### src/rtl/error_code_blinker.sv
// Error indicator: validates the mode switch bank on a confirm press, accepts external
// error requests, and blinks the error code on one LED for a fixed window.
module error_code_blinker #(
    parameter int CLK_FREQ_HZ = 50_000_000,
    parameter int BLINK_HZ    = 4,
    parameter int ERROR_MS    = 1000,
    parameter int SW_WIDTH    = 5,
    parameter int CODE_W      = 3,
    parameter int GAP_HALVES  = 4
) (
    input  logic                        clk,
    input  logic                        rst_n,
    input  logic                        btn_pulse,
    input  logic [SW_WIDTH-1:0]         mode_sw,
    input  logic [2:0]                  mode_state,
    input  logic                        ext_err_req,
    input  logic [CODE_W-1:0]           ext_err_code,
    input  logic                        clear,
    output logic                        error_active,
    output logic [CODE_W-1:0]           error_code,
    output logic                        blink_bit,
    output logic                        sel_valid,
    output logic [$clog2(SW_WIDTH)-1:0] sel_index
);

    // state | meaning
    // IDLE  | no error; presses are checked, selections reported
    // ON    | LED lit for one half period
    // OFF   | LED dark for one half period, then count the pulse
    // GAP   | LED dark between code bursts
    typedef enum logic [1:0] {S_IDLE, S_ON, S_OFF, S_GAP} state_t;

    localparam int          IDX_W   = $clog2(SW_WIDTH);
    localparam logic [31:0] HALF    = 32'(CLK_FREQ_HZ / (BLINK_HZ * 2));
    localparam logic [31:0] GAP_LEN = 32'(GAP_HALVES * (CLK_FREQ_HZ / (BLINK_HZ * 2)));
    localparam logic [31:0] WIN     = 32'((CLK_FREQ_HZ / 1000) * ERROR_MS);

    state_t              state_q;
    logic                active_q;
    logic [CODE_W-1:0]   code_q;
    logic                blink_q;
    logic                sel_valid_q;
    logic [IDX_W-1:0]    sel_index_q;
    logic [31:0]         phase_q;
    logic [31:0]         win_q;
    logic [CODE_W-1:0]   pulse_q;

    logic [4:0]          ones;
    logic [IDX_W-1:0]    hot_idx;
    logic                local_req;
    logic [CODE_W-1:0]   local_code;
    logic                local_err;
    logic                ext_ok;
    logic [CODE_W-1:0]   trig_code;
    logic                sel_ok;

    always_comb begin
        ones    = '0;
        hot_idx = '0;
        for (int i = 0; i < SW_WIDTH; i++) begin
            if (mode_sw[i]) begin
                ones    = ones + 5'd1;
                hot_idx = IDX_W'(i);
            end
        end
    end

    assign local_req  = btn_pulse && (mode_state == 3'd0);
    assign local_code = (ones == 5'd0) ? CODE_W'(1) : (ones > 5'd1) ? CODE_W'(2) : '0;
    assign local_err  = local_req && (local_code != '0);
    assign ext_ok     = ext_err_req && (ext_err_code != '0);
    assign trig_code  = local_err ? local_code : ext_err_code;
    // An error starting next cycle suppresses the selection so sel_valid never overlaps it
    assign sel_ok     = local_req && !local_err && !ext_ok;

    always_ff @(posedge clk or negedge rst_n) begin
        if (!rst_n) begin
            state_q     <= S_IDLE;
            active_q    <= 1'b0;
            code_q      <= '0;
            blink_q     <= 1'b0;
            sel_valid_q <= 1'b0;
            sel_index_q <= '0;
            phase_q     <= '0;
            win_q       <= '0;
            pulse_q     <= '0;
        end else begin
            sel_valid_q <= 1'b0;
            if (clear || (state_q != S_IDLE && win_q == '0)) begin
                state_q  <= S_IDLE;
                active_q <= 1'b0;
                code_q   <= '0;
                blink_q  <= 1'b0;
                phase_q  <= '0;
                win_q    <= '0;
                pulse_q  <= '0;
            end else if (state_q == S_IDLE) begin
                if (local_err || ext_ok) begin
                    state_q  <= S_ON;
                    active_q <= 1'b1;
                    code_q   <= trig_code;
                    blink_q  <= 1'b1;
                    phase_q  <= HALF - 32'd1;
                    win_q    <= WIN - 32'd1;
                    pulse_q  <= '0;
                end else if (sel_ok) begin
                    sel_valid_q <= 1'b1;
                    sel_index_q <= hot_idx;
                end
            end else begin
                win_q <= win_q - 32'd1;
                if (phase_q != '0) begin
                    phase_q <= phase_q - 32'd1;
                end else begin
                    case (state_q)
                        S_ON: begin
                            state_q <= S_OFF;
                            blink_q <= 1'b0;
                            phase_q <= HALF - 32'd1;
                        end
                        S_OFF: begin
                            pulse_q <= pulse_q + 1'b1;
                            if ((pulse_q + 1'b1) == code_q) begin
                                state_q <= S_GAP;
                                phase_q <= GAP_LEN - 32'd1;
                            end else begin
                                state_q <= S_ON;
                                blink_q <= 1'b1;
                                phase_q <= HALF - 32'd1;
                            end
                        end
                        S_GAP: begin
                            state_q <= S_ON;
                            blink_q <= 1'b1;
                            pulse_q <= '0;
                            phase_q <= HALF - 32'd1;
                        end
                        default: state_q <= S_IDLE;
                    endcase
                end
            end
        end
    end

    assign error_active = active_q;
    assign error_code   = code_q;
    assign blink_bit    = blink_q;
    assign sel_valid    = sel_valid_q;
    assign sel_index    = sel_index_q;

endmodule

### config.mk
export PLATFORM = sky130hd
export DESIGN_NAME = error_code_blinker
export DESIGN_NICKNAME = d
export VERILOG_FILES = /design/src/rtl/error_code_blinker.sv
export SDC_FILE = /design/constraint.sdc
export NUM_CORES = 1
export LEC_CHECK = 0
export CAP_MARGIN = 5
export CORE_MARGIN = 3
export CORE_UTILIZATION = 35
export DETAILED_ROUTE_END_ITERATION = 7
export PLACE_DENSITY_LB_ADDON = 0.25
export SYNTH_ARGS = -nofsm -noshare
export SYNTH_HDL_FRONTEND = slang
export SYNTH_SLANG_ARGS = --single-unit
### constraint.sdc
create_clock -name clk -period 7.67 [get_ports clk]
set_input_delay 2.301 -clock clk [delete_from_list [all_inputs] [get_ports clk]]
set_output_delay 2.301 -clock clk [all_outputs]
set_load 0.02 [all_outputs]
==> results.cfg, run 1 <==
[run_status]
status = complete, no violations

[grt]
grt_usage_pct = 16.9
antenna_found_initial = 0
grt_overflow = 0
grt_max_degree = 79
grt_pass1_wl_um = 20500
first_global_vias = 4135

[routing]
drt_iter0_drc = 248
drc = 0
drt-pass1-iter-count = 5
routed-via-count = 4230
drt-total-wl_um = 11900
ant_nets = 0
viasPerCell = 5.79
wire_per_inst_um = 16.3

[pwr]
p_seq_share_pct = 35.5
p_clk_share_pct = 22.5
power.switching_w = 0.000735
switching_share_pct = 41.1
comb_power_share_pct = 42.0
power_density_nw_per_um2 = 334
vdd_drop_max_mv = 0.136
p_leak_nw = 2.22
internal_power_w = 0.00105

[synthesis]
ys_seq_area_share_pct = 40.9
yosys_warnings = 0
synth_cell_types = 61
synth_commonest_cells = 78 x dfrtp_1, 57 x a21oi_1, 48 x nor2_1, 43 x o21ai_0, 37 x nand2_1
async_flop_share_pct = 100
syn_area_um2 = 4770
ys_top_cells_by_area = dfrtp_1 41%, a21oi_1 6.0%, o21ai_0 4.5%, nor2_1 3.8%, nand2_1 2.9%
yosysMostFrequentCell = dfrtp_1
yosys.area.top_type_share_pct = 40.9
synthCells = 546
syn_nets = 571
synth-seq-cells = 78
synthFlopType = dfrtp_1
synth_edf_count = 0
yosysTopAreaCell = dfrtp_1
synth_area_per_cell_um2 = 8.74

[timing]
relSlewSlack_pct = 30.6
rsz0062_at_grt = false
fin_setup_tns_ns = 0
clock_skew_ns = 0.00570
max_freq_mhz = 168
worst_pin_slew_ns = 1.03
period_share_pct = 77.6
finalMaxSlewViolations = 0
hold_viol_final = 0
setup_violations = 0
fin_crit_ns = 5.95

[layout]
drive_gt1_share_pct = 9.03
diodes = 0
syn_to_final_growth_pct = 12.5
fin_area_um2 = 5370
stdcell_count = 730
final_core_util_pct = 40.4
nets = 576

[critical_path]
critPathMaxFanout = 14
critPathLaunchType = input pin
r2r_cells = 7
cp-end-kind = register
critical_path_class = in -> reg
required_ns = 7.94
arrival_ns = 6.22

[die]
core_area_um2 = 13300
dieArea_um2 = 15100
placementRows = 42
ios = 25
start_util_pct = 35.9
die_h_um = 123
die_x_um = 123

[clock_tree]
cts_resized = 0
cts_tree = built
hold_buffers = 0
htreeDepth = 3
path_clk_slew_ns = 0.06
clockRootBuffer = clkbuf_16
cts_setup_buffers = 0
cts_sinks = 78
worst_skew_pair.late_latency_ns = 0.33
cts_inserted_buffers = 9
cts_buffer_depth = 2

[placed_design]
placed_area_um2 = 5090
placedCellCount = 716
routabilityCongestion = 0.793
io_buffer_count = 24
place_hpwl_um = 8050

[flow_run]
maxCapViolCount = 0

[min_path]
min-delay-path-class = reg -> reg
min_path_cells = 2
==> power by group through the flow <==
stage	logic [W]	clock network, W	registers [W]
finish	0.000752	0.000403	0.000635
global route	0.000847	0.000431	0.000656
CTS	0.000752	0.000413	0.000633
detailed placement	0.000748	0	0.000640
global placement	0.000732	0	0.000636
floorplan	0.000598	0	0.000608
==> flip-flops by register name (all words and copies together), names as in the netlist, 2 cells and up <==
name and cells:
pulse_q 3, win_q 32, sel_index 3, phase_q 32, state_q 2, error_code 3
==> per-layer routing <==
| metal | share of wire, % | track usage [%] |
|---|---|---|
| met5 | 0 | 0 |
| met1 | 47 | 22.1 |
| met4 | 1.4 | 5.11 |
| met2 | 48 | 28.5 |
| met3 | 3.9 | 3.09 |
==> critical path: stages <==
cell and delay, ns:
clkdlybuf4s50_1 0.51, inv_1 0.08, ha_1 0.40, xor2_1 0.18, xnor2_1 0.23, inv_1 0.07, ha_1 0.30, or2_2 0.29
a21oi_1 0.23, nor2_1 0.10, o31ai_1 0.65, nand2_1 0.49, o21ba_2 0.38
==> cell families after synthesis <==
| logic type | Yosys count | share of synthesized area (%) |
|---|---|---|
| AO/OA/AOI/OAI | 192 | 26.0 |
| XOR/XNOR | 17 | 3.12 |
| AND/OR/NAND/NOR | 201 | 22.5 |
| multiplexers | 3 | 0.682 |
| buffers and inverters | 46 | 4.46 |
| flip-flops | 78 | 40.9 |
| adder cells (fa/ha/maj) | 9 | 2.36 |
==> placed cells by master, fill, tap and decap left out, types with 5 or more instances in the layout <==
master / synthesis / final
dfrtp_1: 78 / 78
a21oi_1: 57 / 57
nor2_1: 48 / 48
o21ai_0: 43 / 43
nand2_1: 37 / 37
nor3_1: 24 / 24
clkdlybuf4s50_1: 0 / 23
or4_1: 14 / 14
or3_1: 13 / 13
nor4_1: 13 / 13
o31ai_1: 13 / 13
inv_1: 12 / 12
or2_2: 12 / 12
xnor2_1: 11 / 11
a311oi_1: 11 / 11
a211o_1: 10 / 10
ha_1: 9 / 9
clkbuf_16: 0 / 9
a31oi_1: 8 / 8
a211oi_1: 7 / 7
nand3_1: 7 / 7
xor2_1: 6 / 6
a21o_1: 6 / 6
nand4_1: 6 / 6
nand2b_1: 5 / 5
buf_4: 2 / 5
==> final cells by class <==
type	instances	area, um^2
Tap cell	176	220
Fill cell	1352	7930
Inverter	12	45.0
Clock buffer	13	270
Timing Repair Buffer	28	268
Clock inverter	1	5.00
Multi-Input combinational cell	422	2610
Sequential cell	78	1950
==> final timing paths <==
kind | from | to | slack [ns]
max | mode_sw[0] | win_q[26] | 1.72
min | sel_index[1] | sel_index[1] | 0.48
max reg2reg | phase_q[26] | pulse_q[0] | 4.08
min reg2reg | sel_index[1] | sel_index[1] | 0.48
max in group asynchronous | rst_n | win_q[26] | 4.87
min in group asynchronous | rst_n | phase_q[13] | 2.14
==> through the flow <==
step / total power, W / worst slack [ns] / hold slack (ns)
5_1_grt: 0.00193 / 1.38 / 0.515
6_report: 0.00179 / 1.72 / 0.483
4_1_cts: 0.00180 / 1.73 / 0.483
3_3_place_gp: 0.00137 / 1.56 / 0.462
3_5_place_dp: 0.00139 / 1.40 / 0.471
2_1_floorplan: 0.00121 / 2.47 / 0.450
(Power assumes the default switching activity.)
==> run 2, diff against run 1 <==
==> constraint.sdc (replaced) <==
create_clock -name clk -period 5.35 [get_ports clk]
set_input_delay 1.605 -clock clk [delete_from_list [all_inputs] [get_ports clk]]
set_output_delay 1.605 -clock clk [all_outputs]
set_load 0.02 [all_outputs]
==> results.cfg, run 2 (synthesis results as in run 1) <==
[run_status]
status = complete, no violations

[layout]
fillCellCount = 1347
diodes = 0
top_regs = phase_q (32), win_q (32)
drive_gt1_share_pct = 9.86
nets = 578
multi_input_area_um2 = 2610
layout_commonest_cell = dfrtp_1
stdcell_count = 734
syn_to_final_growth_pct = 14.0
final_cell_mix = 78 x dfrtp_1, 57 x a21oi_1, 48 x nor2_1
area.sequential_um2 = 1950

[routing]
routed-via-count = 4226
drc = 0
drt_iter0_drc = 292
viasPerCell = 5.76
drt-pass1-iter-count = 5
wire_per_inst_um = 16.2
ant_nets = 0
drt-total-wl_um = 11900

[die]
core_area_um2 = 13300
start_util_pct = 35.9
ios = 25
die_h_um = 123
dieArea_um2 = 15100
die_x_um = 123
placementRows = 42

[critical_path]
crit_family = buffers and inverters
arrival_ns = 5.03
critPathMaxFanout = 27
critical_path.slowest_cell = clkdlybuf4s50_1
cp-end-kind = register
required_ns = 5.61
cp_num_buf_inv = 4
critPathLaunchType = input pin
path_cells = clkdlybuf4s50_1 > inv_1 > ha_1 > xor2_1 > xnor2_1 > inv_1 > ha_1 > o31ai_1 > a21o_1 > o21ai_0 > nor2_1 > buf_12 > or4_1 > a21oi_1
critical_path.max_stage_delay_ns = 0.52
critical_path_class = in -> reg

[clock_tree]
cts_buffer_depth = 2
cts_tree = built
path_clk_slew_ns = 0.07
hold_buffers = 0
htreeDepth = 3
clockRootBuffer = clkbuf_16
cts_setup_buffers = 0
cts_sinks = 78
worst_skew_pair.late_latency_ns = 0.35
cts_inserted_buffers = 9
cts_resized = 0

[pwr]
comb_power_share_pct = 41.2
p_leak_nw = 2.25
power.switching_w = 0.00108
p_clk_share_pct = 24.3
power_density_nw_per_um2 = 486
internal_power_w = 0.00157
finalPower_w = 0.00265
vdd_drop_max_mv = 0.161
switching_share_pct = 40.8
p_seq_share_pct = 34.6

[grt]
grt_usage_pct = 16.9
first_global_vias = 4096
grt_pass1_wl_um = 20600
grt_max_degree = 79
antenna_found_initial = 0
grt_overflow = 0

[timing]
max_freq_mhz = 210
clock_skew_ns = 0.0118
fin_setup_tns_ns = 0
hold_viol_final = 0
layout_setup_ws_ns = 0.586
relSlewSlack_pct = 30.5
period_share_pct = 89.1
finalMaxSlewViolations = 0
worst_pin_slew_ns = 1.03
rsz0062_at_grt = false
setup_violations = 0
fin_crit_ns = 4.76

[min_path]
min-delay-path-class = reg -> reg

[placed_design]
io_buffer_count = 24
routabilityCongestion = 0.805
place_hpwl_um = 7920
placedCellCount = 718
pre_cts_ws_ns = 0.231

[flow_run]
maxCapViolCount = 0
run 2: cell types whose count changed in the layout (fill, tap and decap cells not counted):
cell        delta
clkinvlp_4     +1
clkbuf_1       -1
clkinv_2       +1
buf_12         +2
clkbuf_8       -1
bufinv_16      +1
inv_6          +1
run 2: per-layer routing:
layer  vias up  share of wire (%)  global-route usage, %
li1       2057                  -                      -
met1      2056                 48                   23.4
met2        99                 47                   27.0
met3        14                4.4                   3.23
met4         0                1.6                   5.11
met5         -                  0                      0
run 2: area by class of cell:
class	instances	share of cell area [%]
Clock inverter	5	1.03
Timing Repair Buffer	30	5.66
Clock buffer	11	4.65
Tap cell	176	4.05
Sequential cell	78	35.9
Multi-Input combinational cell	422	47.9
Inverter	12	0.828
run 2: path summary, 6_finish.rpt:
path                               from      endpoint  slack [ns]  cells after the start
max                          mode_sw[1]     win_q[18]        0.59                     14
min                        sel_index[1]  sel_index[1]        0.49                      2
max reg2reg                 phase_q[24]    pulse_q[0]        1.76                      7
min reg2reg                sel_index[1]  sel_index[1]        0.49                      2
max in group asynchronous         rst_n    pulse_q[0]        3.24                      1
min in group asynchronous         rst_n    phase_q[8]        1.41                      1
run 2: power by group through the flow:
| stage | clock, W | sequential, W | combinational (W) |
|---|---|---|---|
| global route | 0.000671 | 0.000941 | 0.00123 |
| CTS | 0.000651 | 0.000910 | 0.00109 |
| floorplan | 0 | 0.000871 | 0.000858 |
| finish | 0.000642 | 0.000915 | 0.00109 |
| detailed placement | 0 | 0.000920 | 0.00108 |
| global placement | 0 | 0.000913 | 0.00107 |
run 2: tightest hold or removal path, stage by stage, from the launching register on:
cell and delay (ns):
dfrtp_1 0.35, nand2_1 0.05, o31ai_1 0.05
run 2: per-stage QoR:
stage	area, um^2	hold WS (ns)	util (%)
after floorplan	4770	0.450	-
after global placement	5130	0.464	38.6
after detailed placement	5130	0.478	38.6
after CTS	5440	0.489	40.9
after global routing	5440	0.508	40.9
final	5440	0.488	40.9
==> variant 1, RTL diff (flow settings as in run 2) <==
Set the parameter `SW_WIDTH` to 10 (it was 5).
--- a/src/rtl/error_code_blinker.sv
+++ b/src/rtl/error_code_blinker.sv
@@ -5,5 +5,5 @@
     parameter int BLINK_HZ    = 4,
     parameter int ERROR_MS    = 1000,
-    parameter int SW_WIDTH    = 5,
+    parameter int SW_WIDTH    = 10,
     parameter int CODE_W      = 3,
     parameter int GAP_HALVES  = 4
Ports: changed (resized mode_sw and sel_index); port bits go from 25 to 31. No check against the original RTL was run, so the function may have changed too.
==> variant 1 against run 2 <==
The run now ends with negative setup slack left; utilization rose by 8.4 points; sequential cell count rose by 1; final cell count rose by 34%; non-clock buffer count rose by 92; final area rose by 38%; count of clock-buffer cells in the layout fell by 1; routed wire length rose by 34%; sequential power fell by 1%; worst setup slack got worse by 1.7 ns; power rose by 24%; area after synthesis rose by 15%; die area rose by 14%; via count rose by 31%; critical path type unchanged; critical endpoint is now phase_q[30]$_DFFE_PN0P_.
==> variant 1: results (changes against run 2) <==
INFO  metric multi_input_logic_portion_of_the_cell_area = 49.61% (+1.7 points)
INFO  metric timing.critical_path.slowest_stage_cell = sky130_fd_sc_hd__ha_1
INFO  metric num-clock-buffers = 10 (-1)
INFO  metric coreArea = 15260 µm² (+15%)
INFO  metric power_switching = 1.392 mW (+29%)
INFO  metric synth_cell_types = 66 (+8.2%)
INFO  metric cp_max_fo = 5 (-81%)
INFO  metric p_per_area = 436.7 nW/µm² (-10%)
INFO  metric peakVddDrop = 0.2292 mV (+42%)
INFO  metric detailedRoute.firstIterationViolations = 358 (+23%)
INFO  metric nonClockBufferCount = 122 (+310%)
INFO  metric final_report_setup_violation_count = 79 (+79)
INFO  metric wl_per_cell = 16.21 µm (about the same)
INFO  metric signal_buf_overhead = 15.42% (+9.8 points)
INFO  metric synth-compound-area-share = 24.87% (-1.1 points)
INFO  metric synth_top_cells_by_area = sky130_fd_sc_hd__dfrtp_1 36%, sky130_fd_sc_hd__a21oi_1 6.0%, sky130_fd_sc_hd__nand2_1 5.3%
INFO  metric sequential_cell_area = 1977 µm² (+1.3%)
INFO  metric dr_total_vias = 5529 (+31%)
INFO  metric pwr.group.combinational = 1.74 mW (+60%)
INFO  metric nonClockInverterCount = 18 (+6)
INFO  metric clock_skew = 0.01115 ns (-0.0006358 ns)
INFO  metric dpl_cell_area = 6643 µm² (+29%)
INFO  metric fin_tns_setup = -76.25 ns (-76.25 ns)
INFO  metric layout.cells.non_filler = 983 (+34%)
INFO  metric r2r.worst_path.cells = 11 (+4)
INFO  metric final-clk-cell-share = 4.087% (-1.6 points)
INFO  metric groute.usage.overall = 18.16% (+1.2 points)
INFO  metric grt_pass1_wl = 26.01 mm (+26%)
INFO  metric min_delay_path_depth = 1 (-1)
INFO  metric preCtsSetupSlack = -2.124 ns (-2.354 ns)
INFO  metric result_of_the_run = finished, violations left
INFO  metric num-fill-cells = 1419 (+5.3%)
INFO  metric post_synth_mux_area_share = 2.118% (+1.4 points)
INFO  metric via_count_of_the_first_global_routing_pass = 5276 (+29%)
INFO  metric gr-usage-met3 = 3.331% (+0.10 points)
INFO  metric io_buffer_count = 30 (+25%)
INFO  metric proportion_of_total_power_due_to_net_switching = 42.32% (+1.5 points)
INFO  metric synth_adder_area_share = 3.416% (+1.1 points)
INFO  metric syn_nets = 705 (+23%)
INFO  metric placedCellCount = 945 (+32%)
INFO  metric critical_path.max_stage_delay = 0.31 ns (-0.21 ns)
INFO  metric met1_usage = 24.85% (+1.5 points)
INFO  metric synthesis.instances = 669 (+23%)
INFO  metric seq_area_frac_synth = 35.98% (-4.9 points)
INFO  metric cell_class_contributing_the_biggest_share_of_worst_path_delay = adder cells
INFO  metric design.seq.count = 79 (+1.3%)
INFO  metric routability_cong = 0.8146 (+1.2%)
INFO  metric postLayoutSetupSlackWorst = -1.095 ns (-1.681 ns)
INFO  metric place_hpwl = 10.39 mm (+31%)
INFO  metric violations = negative setup slack
INFO  metric nNetsFinal = 803 (+39%)
INFO  metric layout-drive-gt1-share = 26.81% (+17 points)
INFO  metric multi_input_cells = 537 (+27%)
## variant 1: final timing paths
check                                         from                 endpoint  slack, ns
max in group asynchronous                    rst_n  phase_q[28]$_DFFE_PN0P_       3.18
hold reg to reg            phase_q[29]$_DFFE_PN0P_  phase_q[29]$_DFFE_PN0P_       0.46
setup reg to reg           phase_q[22]$_DFFE_PN0P_  phase_q[31]$_DFFE_PN0P_       1.39
min in group asynchronous                    rst_n  phase_q[25]$_DFFE_PN0P_       1.41
hold / removal             phase_q[29]$_DFFE_PN0P_  phase_q[29]$_DFFE_PN0P_       0.46
setup / recovery                        mode_sw[1]  phase_q[30]$_DFFE_PN0P_      -1.10
## variant 1: metal layers
metal | vias up | share of wire [%]
li1 | 2661 | -
met1 | 2700 | 46
met2 | 147 | 47
met3 | 21 | 4.3
met4 | 0 | 2.0
met5 | - | 0
## variant 1: what timing repair did
action                                  CTS  global route
endpoints found under the setup margin   79            79
gates cloned                              6             1
hold buffers                              0             0
pin swaps                                40            31
buffers inserted                         20             4
gates resized for setup                  66            29
==> variant 2, RTL diff (flow settings as in run 2) <==
Made on the original files. The 4 states of `state_t` get a Gray code encoding in 2 bits.
--- a/src/rtl/error_code_blinker.sv
+++ b/src/rtl/error_code_blinker.sv
@@ -29,5 +29,5 @@
     // OFF   | LED dark for one half period, then count the pulse
     // GAP   | LED dark between code bursts
-    typedef enum logic [1:0] {S_IDLE, S_ON, S_OFF, S_GAP} state_t;
+    typedef enum logic [1:0] {S_IDLE = 2'b00, S_ON = 2'b01, S_OFF = 2'b11, S_GAP = 2'b10} state_t;
 
     localparam int          IDX_W   = $clog2(SW_WIDTH);
Behaviour: same outputs for any inputs over 10 cycles, from zero or initial values and one cycle with rst_n low; not proved beyond that.
==> variant 2 against run 2 <==
Power increased by 6.4%; fmax up 0.30%; worst setup slack improved by 0.014 ns; area after synthesis rose by 8.5%; count of clock-buffer cells in the layout rose by 2; global-route usage is 0.17 points lower; final area grew 7.6%; sequential power rose by 4.5%; sequential cell count stayed put; final cell count grew 4.8%; clock skew down 0.0071 ns; die area up 8.1%; routed wire length rose by 12%; largest cell class unchanged.
==> variant 2: results (changes against run 2) <==
INFO  metric asyncSetResetFlopFracSynth = 100.0% (unchanged)
INFO  metric routability_cong = 0.8104 (+0.63%)
INFO  metric grt_pass1_wl = 22.61 mm (+9.9%)
INFO  metric groute.usage.overall = 16.78% (-0.17 points)
INFO  metric preCtsSetupSlack = 0.2509 ns (+0.02029 ns)
INFO  metric post_cts_setup_driven_buffer_insertion_count = 0 (unchanged)
INFO  metric syn_nets = 605 (+6.0%)
INFO  metric cp_max_fo = 4 (-85%)
INFO  metric synth_common_cells = 78 x sky130_fd_sc_hd__dfrtp_1, 49 x sky130_fd_sc_hd__a21oi_1, 45 x sky130_fd_sc_hd__nor2_1, 31 x sky130_fd_sc_hd__nand2_1, 23 x sky130_fd_sc_hd__o31ai_1
INFO  metric min-delay-path-class = reg -> reg
INFO  metric synth_cell_types = 75 (+23%)
INFO  metric drt-pass1-iter-count = 5 (unchanged)
INFO  metric synth_top_cells_by_area = sky130_fd_sc_hd__dfrtp_1 38%, sky130_fd_sc_hd__a21oi_1 4.7%, sky130_fd_sc_hd__ha_1 3.4%
INFO  metric crit_arrival = 4.97 ns (-0.06 ns)
INFO  metric result_of_the_run = finished, final reports clean
INFO  metric finalMaxSlewViolations = 0 (unchanged)
INFO  metric clkLatencyLatePin = 0.33 ns (-0.02 ns)
INFO  metric cellLeakagePower = 2.397 nW (+6.6%)
INFO  metric peakVddDrop = 0.2316 mV (+44%)
INFO  metric ff2ff_setup_slack = 2.17 ns (+0.41 ns)
INFO  metric detailedRoute.firstIterationViolations = 318 (+8.9%)
INFO  metric min_from = error_active$_DFFE_PN0P_
INFO  metric seq_area_frac_synth = 37.70% (-3.2 points)
INFO  metric r2r.worst_path.cells = 6 (-1)
INFO  metric nNetsFinal = 616 (+6.6%)
INFO  metric clockRootBuffer = sky130_fd_sc_hd__clkbuf_16
INFO  metric clk_transition_reported_paths = 0.06 ns
INFO  metric worst_slew_pin_slew = 1.037 ns (+0.003161 ns)
INFO  metric clock_skew = 0.004647 ns (-0.007141 ns)
INFO  metric finalHoldWorstSlack = 0.5048 ns (+0.01649 ns)
INFO  metric via_count_of_the_first_global_routing_pass = 4575 (+12%)
INFO  metric hold-path-endpoint = error_active$_DFFE_PN0P_
INFO  metric max-clock-path-buffers = 2 (unchanged)
INFO  metric layout-drive-gt1-share = 10.36% (+0.50 points)
INFO  metric wl_per_cell = 17.37 µm (+7.1%)
INFO  metric dr_total_vias = 4706 (+11%)
INFO  metric rr_endpoint = phase_q[1]$_DFFE_PN0P_
INFO  metric worstReg2RegStart = phase_q[4]$_DFFE_PN0P_
INFO  metric place_hpwl = 8.863 mm (+12%)
[variant 2: cell count changes after synthesis, moves of 6 or more]
cell and change:
sky130_fd_sc_hd__o21ai_0 -21, sky130_fd_sc_hd__a211o_1 -10, sky130_fd_sc_hd__a31oi_1 +10, sky130_fd_sc_hd__o31ai_1 +10, sky130_fd_sc_hd__inv_1 +9, sky130_fd_sc_hd__o221a_2 +9, sky130_fd_sc_hd__a21oi_1 -8, sky130_fd_sc_hd__nor3_1 -8
sky130_fd_sc_hd__or4_1 +8, sky130_fd_sc_hd__nand3_1 +7, sky130_fd_sc_hd__and3_1 +6, sky130_fd_sc_hd__nand2_1 -6, sky130_fd_sc_hd__or2_2 -6
[variant 2: cell families after synthesis]
kind of cell / count (synthesis) / share of synthesized area (%)
AND/OR/NAND/NOR: 218 / 24.72
AO/OA/AOI/OAI: 181 / 24.26
buffers and inverters: 58 / 5.027
flip-flops: 78 / 37.70
adder cells (fa/ha/maj): 14 / 3.383
XOR/XNOR: 20 / 3.649
multiplexers: 6 / 1.257
[variant 2: critical path: cells and delay by family]
kind                       cells  cell delay [ns]
muxes                          2             0.45
and+or+nand+nor                5             1.39
adders and majority gates      2             0.59
buffers and inverters          2             0.59
AOI/OAI and AO/OA              2             0.33
[variant 2: layout make-up]
type	instances	area, µm²
clock buffers	13	270.3
clock inverters	1	5.005
fillers	1395	8297
inverters	22	82.58
multi-input cells	439	2978
flip-flops and latches	78	1952
well taps	180	225.2
repair buffers	36	340.3
[variant 2: worst max-delay path by stage]
stage / start / slack, ns / to / cells after the start
finish: mode_sw[1] / 0.60 / sel_index[1]$_DFFE_PN0P_ / 13
global route: mode_sw[1] / 0.42 / phase_q[28]$_DFFE_PN0P_ / 13
CTS: mode_sw[1] / 0.61 / sel_index[2]$_DFFE_PN0P_ / 13
detailed placement: mode_sw[1] / 0.25 / sel_index[2]$_DFFE_PN0P_ / 13
global placement: mode_sw[1] / 0.35 / sel_index[2]$_DFFE_PN0P_ / 13
floorplan: mode_sw[0] / 0.83 / win_q[27]$_DFFE_PN0P_ / 15
[variant 2: per-stage QoR]
stage	instance area [µm²]	power [mW]	instances	utilization, %
floorplan	5177	1.884	575	-
global placement	5578	2.189	755	39.42
detailed placement	5578	2.224	755	39.42
CTS	5853	2.821	769	41.37
global route	5853	3.037	769	41.37
finish	5853	2.814	769	41.37
[variant 2: routing by layer]
metal  share of wire, %  GRT usage [%]  vias up
li1                   -              -     2253
met1                 48          23.54     2328
met2                 47          26.17      112
met3                4.3          2.717       13
met4                1.2          6.117        0
met5                  0              0        -
[variant 2: report_power, final]
group | switching, mW | internal (mW) | total [mW]
combinational | 0.754 | 0.521 | 1.27
sequential | 0.209 | 0.747 | 0.956
clock | 0.237 | 0.347 | 0.584
total | 1.20 | 1.61 | 2.81
